$ cat src/rtl/mp_add_pkg.sv
// Shared helpers for the word-serial multi-precision adder: counter sizing and
// the FIRST/MID/LAST word-phase encoding.
package mp_add_pkg;

    localparam logic [1:0] PH_FIRST = 2'd0;
    localparam logic [1:0] PH_MID   = 2'd1;
    localparam logic [1:0] PH_LAST  = 2'd2;

    // Bits needed to count 0..n-1, never less than one so the counter always exists.
    function automatic int clog2_min1(input int n);
        int r;
        r = 0;
        while ((1 << r) < n) begin
            r = r + 1;
        end
        return (r < 1) ? 1 : r;
    endfunction

    // LAST wins over FIRST so a single-word operand is always flagged last.
    function automatic logic [1:0] word_phase(input int idx, input int nwords);
        if (idx == nwords - 1) begin
            return PH_LAST;
        end else if (idx == 0) begin
            return PH_FIRST;
        end else begin
            return PH_MID;
        end
    endfunction

endpackage

$ cat src/rtl/nbitadder.sv
// Plain WIDTH-bit ripple-carry adder, fully combinational.
module nbitadder #(
    parameter int WIDTH = 4
) (
    input  logic [WIDTH-1:0] a,
    input  logic [WIDTH-1:0] b,
    input  logic             cin,
    output logic [WIDTH-1:0] sum,
    output logic             cout
);

    logic [WIDTH:0] carry;

    assign carry[0] = cin;

    generate
        for (genvar gi = 0; gi < WIDTH; gi++) begin : g_bit
            assign sum[gi]       = a[gi] ^ b[gi] ^ carry[gi];
            assign carry[gi + 1] = (a[gi] & b[gi]) | (carry[gi] & (a[gi] ^ b[gi]));
        end
    endgenerate

    assign cout = carry[WIDTH];

endmodule

$ cat src/rtl/mp_add_sequencer.sv
// Word-serial multi-precision adder: one WIDTH-bit word per beat, LS word first,
// carry held between beats. Define MP_ADD_OVF_EN to add the out_ovf signed-overflow output.
module mp_add_sequencer
    import mp_add_pkg::*;
#(
    parameter int WIDTH  = 4,
    parameter int NWORDS = 4
) (
    input  logic             clk,
    input  logic             rst_n,
    input  logic             clear,
    input  logic             cin_init,
    input  logic             in_valid,
    output logic             in_ready,
    input  logic [WIDTH-1:0] in_a,
    input  logic [WIDTH-1:0] in_b,
    output logic             out_valid,
    input  logic             out_ready,
    output logic [WIDTH-1:0] out_sum,
    output logic             out_last,
    output logic             out_cout
`ifdef MP_ADD_OVF_EN
    ,
    output logic             out_ovf
`endif
);

    localparam int IDX_W = clog2_min1(NWORDS);

    logic [IDX_W-1:0] word_idx_reg;
    logic             carry_reg;
    logic             acc;
    logic             is_first;
    logic             is_last;
    logic [1:0]       phase;
    logic             add_cin;
    logic [WIDTH-1:0] add_sum;
    logic             add_cout;

    assign phase    = word_phase(int'(word_idx_reg), NWORDS);
    assign is_first = (word_idx_reg == '0);
    assign is_last  = (phase == PH_LAST);

    // A single output register with no skid buffer: accept only if it is empty or draining.
    assign in_ready = ~out_valid | out_ready;
    assign acc      = in_valid & in_ready;
    assign add_cin  = is_first ? cin_init : carry_reg;

    nbitadder #(.WIDTH(WIDTH)) u_add (
        .a    (in_a),
        .b    (in_b),
        .cin  (add_cin),
        .sum  (add_sum),
        .cout (add_cout)
    );

`ifdef MP_ADD_OVF_EN
    logic msb_cin;
    assign msb_cin = in_a[WIDTH-1] ^ in_b[WIDTH-1] ^ add_sum[WIDTH-1];
`endif

    always_ff @(posedge clk or negedge rst_n) begin
        if (!rst_n) begin
            word_idx_reg <= '0;
            carry_reg    <= 1'b0;
            out_valid    <= 1'b0;
            out_sum      <= '0;
            out_last     <= 1'b0;
            out_cout     <= 1'b0;
`ifdef MP_ADD_OVF_EN
            out_ovf      <= 1'b0;
`endif
        end else if (clear) begin
            word_idx_reg <= '0;
            carry_reg    <= 1'b0;
            out_valid    <= 1'b0;
            out_last     <= 1'b0;
            out_cout     <= 1'b0;
`ifdef MP_ADD_OVF_EN
            out_ovf      <= 1'b0;
`endif
        end else if (acc) begin
            out_sum      <= add_sum;
            out_valid    <= 1'b1;
            carry_reg    <= add_cout;
            out_last     <= is_last;
            out_cout     <= is_last ? add_cout : 1'b0;
`ifdef MP_ADD_OVF_EN
            out_ovf      <= is_last ? (msb_cin ^ add_cout) : 1'b0;
`endif
            word_idx_reg <= is_last ? '0 : word_idx_reg + IDX_W'(1);
        end else if (out_valid && out_ready) begin
            out_valid    <= 1'b0;
        end
    end

endmodule
$ cat config.mk
export PLATFORM = sky130hd
export DESIGN_NAME = mp_add_sequencer
export DESIGN_NICKNAME = d
export VERILOG_FILES = /design/src/rtl/mp_add_pkg.sv /design/src/rtl/nbitadder.sv /design/src/rtl/mp_add_sequencer.sv
export SDC_FILE = /design/constraint.sdc
export NUM_CORES = 1
export LEC_CHECK = 0
export ABC_AREA = 1
export CAP_MARGIN = 10
export CORE_AREA = 2 2 40 42
export CTS_CLUSTER_DIAMETER = 150
export DETAILED_ROUTE_END_ITERATION = 6
export DIE_AREA = 0 0 42 44
export PLACE_DENSITY = 0.85
export SETUP_SLACK_MARGIN = 0.3
export SYNTH_ARGS = -nofsm -noshare
export SYNTH_HDL_FRONTEND = slang
export SYNTH_HIERARCHICAL = 1
export SYNTH_SLANG_ARGS = --single-unit
$ cat constraint.sdc
create_clock -name clk -period 6.1 [get_ports clk]
set_clock_uncertainty 0.15 [all_clocks]
set_input_delay 1.525 -clock clk [delete_from_list [all_inputs] [get_ports clk]]
set_output_delay 1.525 -clock clk [all_outputs]
set_load 0.005 [all_outputs]
==> results list <==
- Cell accounting for the most synthesized area: sky130_fd_sc_hd__dfrtp_1
* CTS root buffer: sky130_fd_sc_hd__clkbuf_4
- Walking the worst path, the cells encountered are clkdlybuf4s50_1 -> inv_1 -> nand2_2 -> clkdlybuf4s50_1.
* Pin count of the biggest net entering global routing: 16
- Compound-cell area share of the yosys netlist: 1.40%
- During placement, the flow inserted port buffers numbering 21.
* IO Count: 22
- Per report_power, the clock group accounts for a little over a quarter of the total.
* Effective utilization at floorplan: ~44%
- The critical path in this run is classified as in -> out.
* Average via count per standard cell: about 5.0
* Met2 layer wire length in the routed design: about 540 µm
- The path with the worst hold slack has its endpoint at out_sum[3].
* Setup TNS: 0 ps
- Total power per unit cell area: around 210 mW/mm²
* Wire length of the first global-routing pass: between 1500 and 2000 µm
* Clk pin slew, worst setup/hold paths: approximately 60 ps
- The worst register-to-register path ends at out_sum[3].
* Total die area: between 0.0015 and 0.002 mm²
- The Yosys step of the flow raised 6 warnings.
- VDD sags by at most between 0.08 and 0.09 mV.
- The share of total power dissipated in sequential elements is ~45%.
- The analysis attributes to net switching a power of slightly below 50 µW.
- Headroom to the max-slew limit came out at around 70%.
- Leftover overflow at the end of global routing: 0
- Cells on Worst Hold Path: 2
- Routed length on met1: about 530 µm
- Start point of the worst hold path: out_sum[3]
- Row generation in the floorplan step produced 14 rows.
- Switching part of the total power: 28.3%
- Number of buffers inserted during clock tree synthesis: 3
* Simple-gate portion of the synthesized area: 24.4%
* Synth Area per Inst: approximately 9.0 µm²
- For this block, the initial DRC count from the detailed router was 19.
* Share of Yosys cell area claimed by the top area cell type: between 40% and 50%
* DRC violations left: 0
- In the final routed layout, each cell accounts on average for about 11 µm.
* Most Frequent Cell on Critical Path: sky130_fd_sc_hd__clkdlybuf4s50_1
* CTS tree: yes
- Result of the run: complete, no violations
- Die Y-Extent: around 44 µm
- CTS saw 10 sinks.
* Hpwl dp: 905 µm
* HP Class: reg -> reg
* Synth top area cells: sky130_fd_sc_hd__dfrtp_1 (40%), sky130_fd_sc_hd__fa_1 (13%), sky130_fd_sc_hd__inv_1 (9.0%)
* Fraction of the yosys area taken by sequential cells: between 40% and 50%
- Counting I/O delays and the setup requirement, the final critical path takes ~4400 ps.
* Fraction of layout cells with a size suffix above 1: roughly 7.8%
* Clock network latency to the later pin of the worst-skew pair: approximately 270 ps
- Post-layout util: roughly three fifths
- Mux contribution to synthesized area: ~1.8%
* DR top layer: met4
- Part of the cycle the worst path needs: 72.8%
- Type of origin of the critical path: input pin
* Setup slack on the worst flop-to-flop path: ~3200 ps
- Timing startpoint of the critical path: out_ready
- Post-synthesis instance area: ~620 µm²
* Reg2reg path depth: 13
- The repair_antennas step left the layout with diodes totalling 0.
* Worst r2r src: word_idx_reg[0]
* Buffer levels on the longest clock path: 2
- Dominant combinational cell family by area after synthesis: simple AND/OR/NAND/NOR gates
- Number of search-and-repair iterations in the first detailed-routing pass: 4
- Synth Register Bits: 10
- CTS built an H-tree with a depth of 1.
- Adder-cell area share of the yosys netlist: approximately 17%
- Kind of end point of the critical path: output port
* Number of nets with antenna violations after detailed routing: 0
* Number of global-route vias before repair: 467
- Across the run, the number of max-cap violations was 0.
- The netlist uses 14 different library cells.
* P&R area growth vs syn: 34.7%
- Signal arrival time at the worst endpoint: approximately 2800 ps
- Met3 WL post-DR: around 74 µm
- Slew at the pin closest to its max-slew limit: roughly 450 ps
- Setup repair after global routing left no endpoint under its margin.
* Maximum fanout encountered on the critical timing path: 13
- In this run the standard cell core region covers 0.00142 mm².
- Internal portion of total power: between 100 and 150 µW
- CTS Hold Bufs: 0
- After Yosys synthesis, XOR and XNOR cells account for 0% of the synthesized area.
* Hold Vio Cnt, Final: 0
- After clock tree synthesis, the repair step resized 0 gates.
- The number of antenna violations at the first check in global routing came to 0.
* Wirelength, routed: around 1200 µm
- Post-CTS setup-driven buffer insertion count: 0
* Final Max Tran Viols: 0
* Slowest stage cell on the critical path: sky130_fd_sc_hd__clkdlybuf4s50_1
* Endpoints failing setup: 0
- All-Layer GR Usage: 14.8%
- Counting every net in the synthesized netlist gives 89.
- The congestion estimate from routability-driven global placement came to 0.723.
* Net count, final: 112
* Horizontal die dimension: around 42 µm
* Flip-flop count of the largest register, all copies and words added: 4
- The largest single stage delay on the critical path is ~550 ps.
* Proportion of power drawn by combinational gates: between 20% and 30%
* Required time at the worst-slack endpoint: 4430 ps
- In this run the static leakage power is approximately 0.44 nW.
- F_max: roughly 230 MHz
- The detailed router placed 530 vias in this run.
* Gate count of the mapped netlist: 69
[layer usage]
layer | track usage, % | vias up
met5 | 0 | -
li1 | - | 258
met4 | 13.5 | 0
met3 | 2.92 | 4
met1 | 18.5 | 242
met2 | 21.6 | 26
[synthesized netlist by cell type, drive strengths merged]
cell type and number:
a21oi 1, buf 2, clkbuf 1, dfrtp 10, fa 4, ha 2
inv 16, mux2 1, nand2 16, nand3 6, nand4 9, nor2 1
[cells in the final DEF (no fill, tap or decap)]
| cell type | instances |
|---|---|
| sky130_fd_sc_hd__nand2_1 | 15 |
| sky130_fd_sc_hd__nand2_2 | 1 |
| sky130_fd_sc_hd__nand3_1 | 6 |
| sky130_fd_sc_hd__nand4_1 | 9 |
| sky130_fd_sc_hd__fa_1 | 4 |
| sky130_fd_sc_hd__nor2_1 | 1 |
| sky130_fd_sc_hd__inv_2 | 1 |
| sky130_fd_sc_hd__mux2_2 | 1 |
| sky130_fd_sc_hd__dfrtp_1 | 10 |
| sky130_fd_sc_hd__a21oi_2 | 1 |
| sky130_fd_sc_hd__inv_1 | 15 |
| sky130_fd_sc_hd__ha_1 | 2 |
| sky130_fd_sc_hd__clkdlybuf4s50_1 | 21 |
| sky130_fd_sc_hd__clkbuf_4 | 3 |
[power groups by stage]
stage | combinational (mW) | clock, mW | sequential (mW)
global placement | 0.0491 | 0 | 0.0804
detailed placement | 0.0515 | 0 | 0.0808
CTS | 0.0516 | 0.0451 | 0.0797
finish | 0.0504 | 0.0458 | 0.0794
floorplan | 0.0234 | 0 | 0.0806
global route | 0.0563 | 0.0485 | 0.0804
[worst max-delay path by stage]
| stage | slack [ps] | depth (start not counted) | endpoint |
|---|---|---|---|
| floorplan | 2500 | 11 | out_sum[3] |
| global placement | 1670 | 4 | in_ready |
| detailed placement | 1660 | 4 | in_ready |
| CTS | 1660 | 4 | in_ready |
| global route | 1610 | 4 | in_ready |
| finish | 1660 | 4 | in_ready |
[per-stage QoR]
stage	std cells	power (mW)	hold WS, ps	worst slack, ps	instance area (µm²)
final	106	0.176	334	1660	841
after CTS	106	0.176	338	1660	841
after global routing	106	0.185	350	1610	841
after global placement	103	0.130	313	1670	818
after floorplan	69	0.104	315	2500	624
after detailed placement	103	0.132	323	1660	818
[layout make-up]
cell class,count,area (µm²)
clock buffers,3,22.5
fillers,129,578
inverters,16,60.1
multi-input cells,40,278
flip-flops and latches,10,250
well taps,16,20.0
repair buffers,21,210
[critical path: cells and delay by family]
kind	cells	cell delay (ps)
buffers and inverters	3	1040
and+or+nand+nor	1	190
[logic make-up (layout without fill, tap and decap cells)]
logic type,count (synthesis),in the layout
compound gates,1,1
buf+inv,19,40
simple gates,32,32
fa+ha+maj,6,6
mux,1,1
flops,10,10
Note: power is estimated with default switching activity, not from simulation.
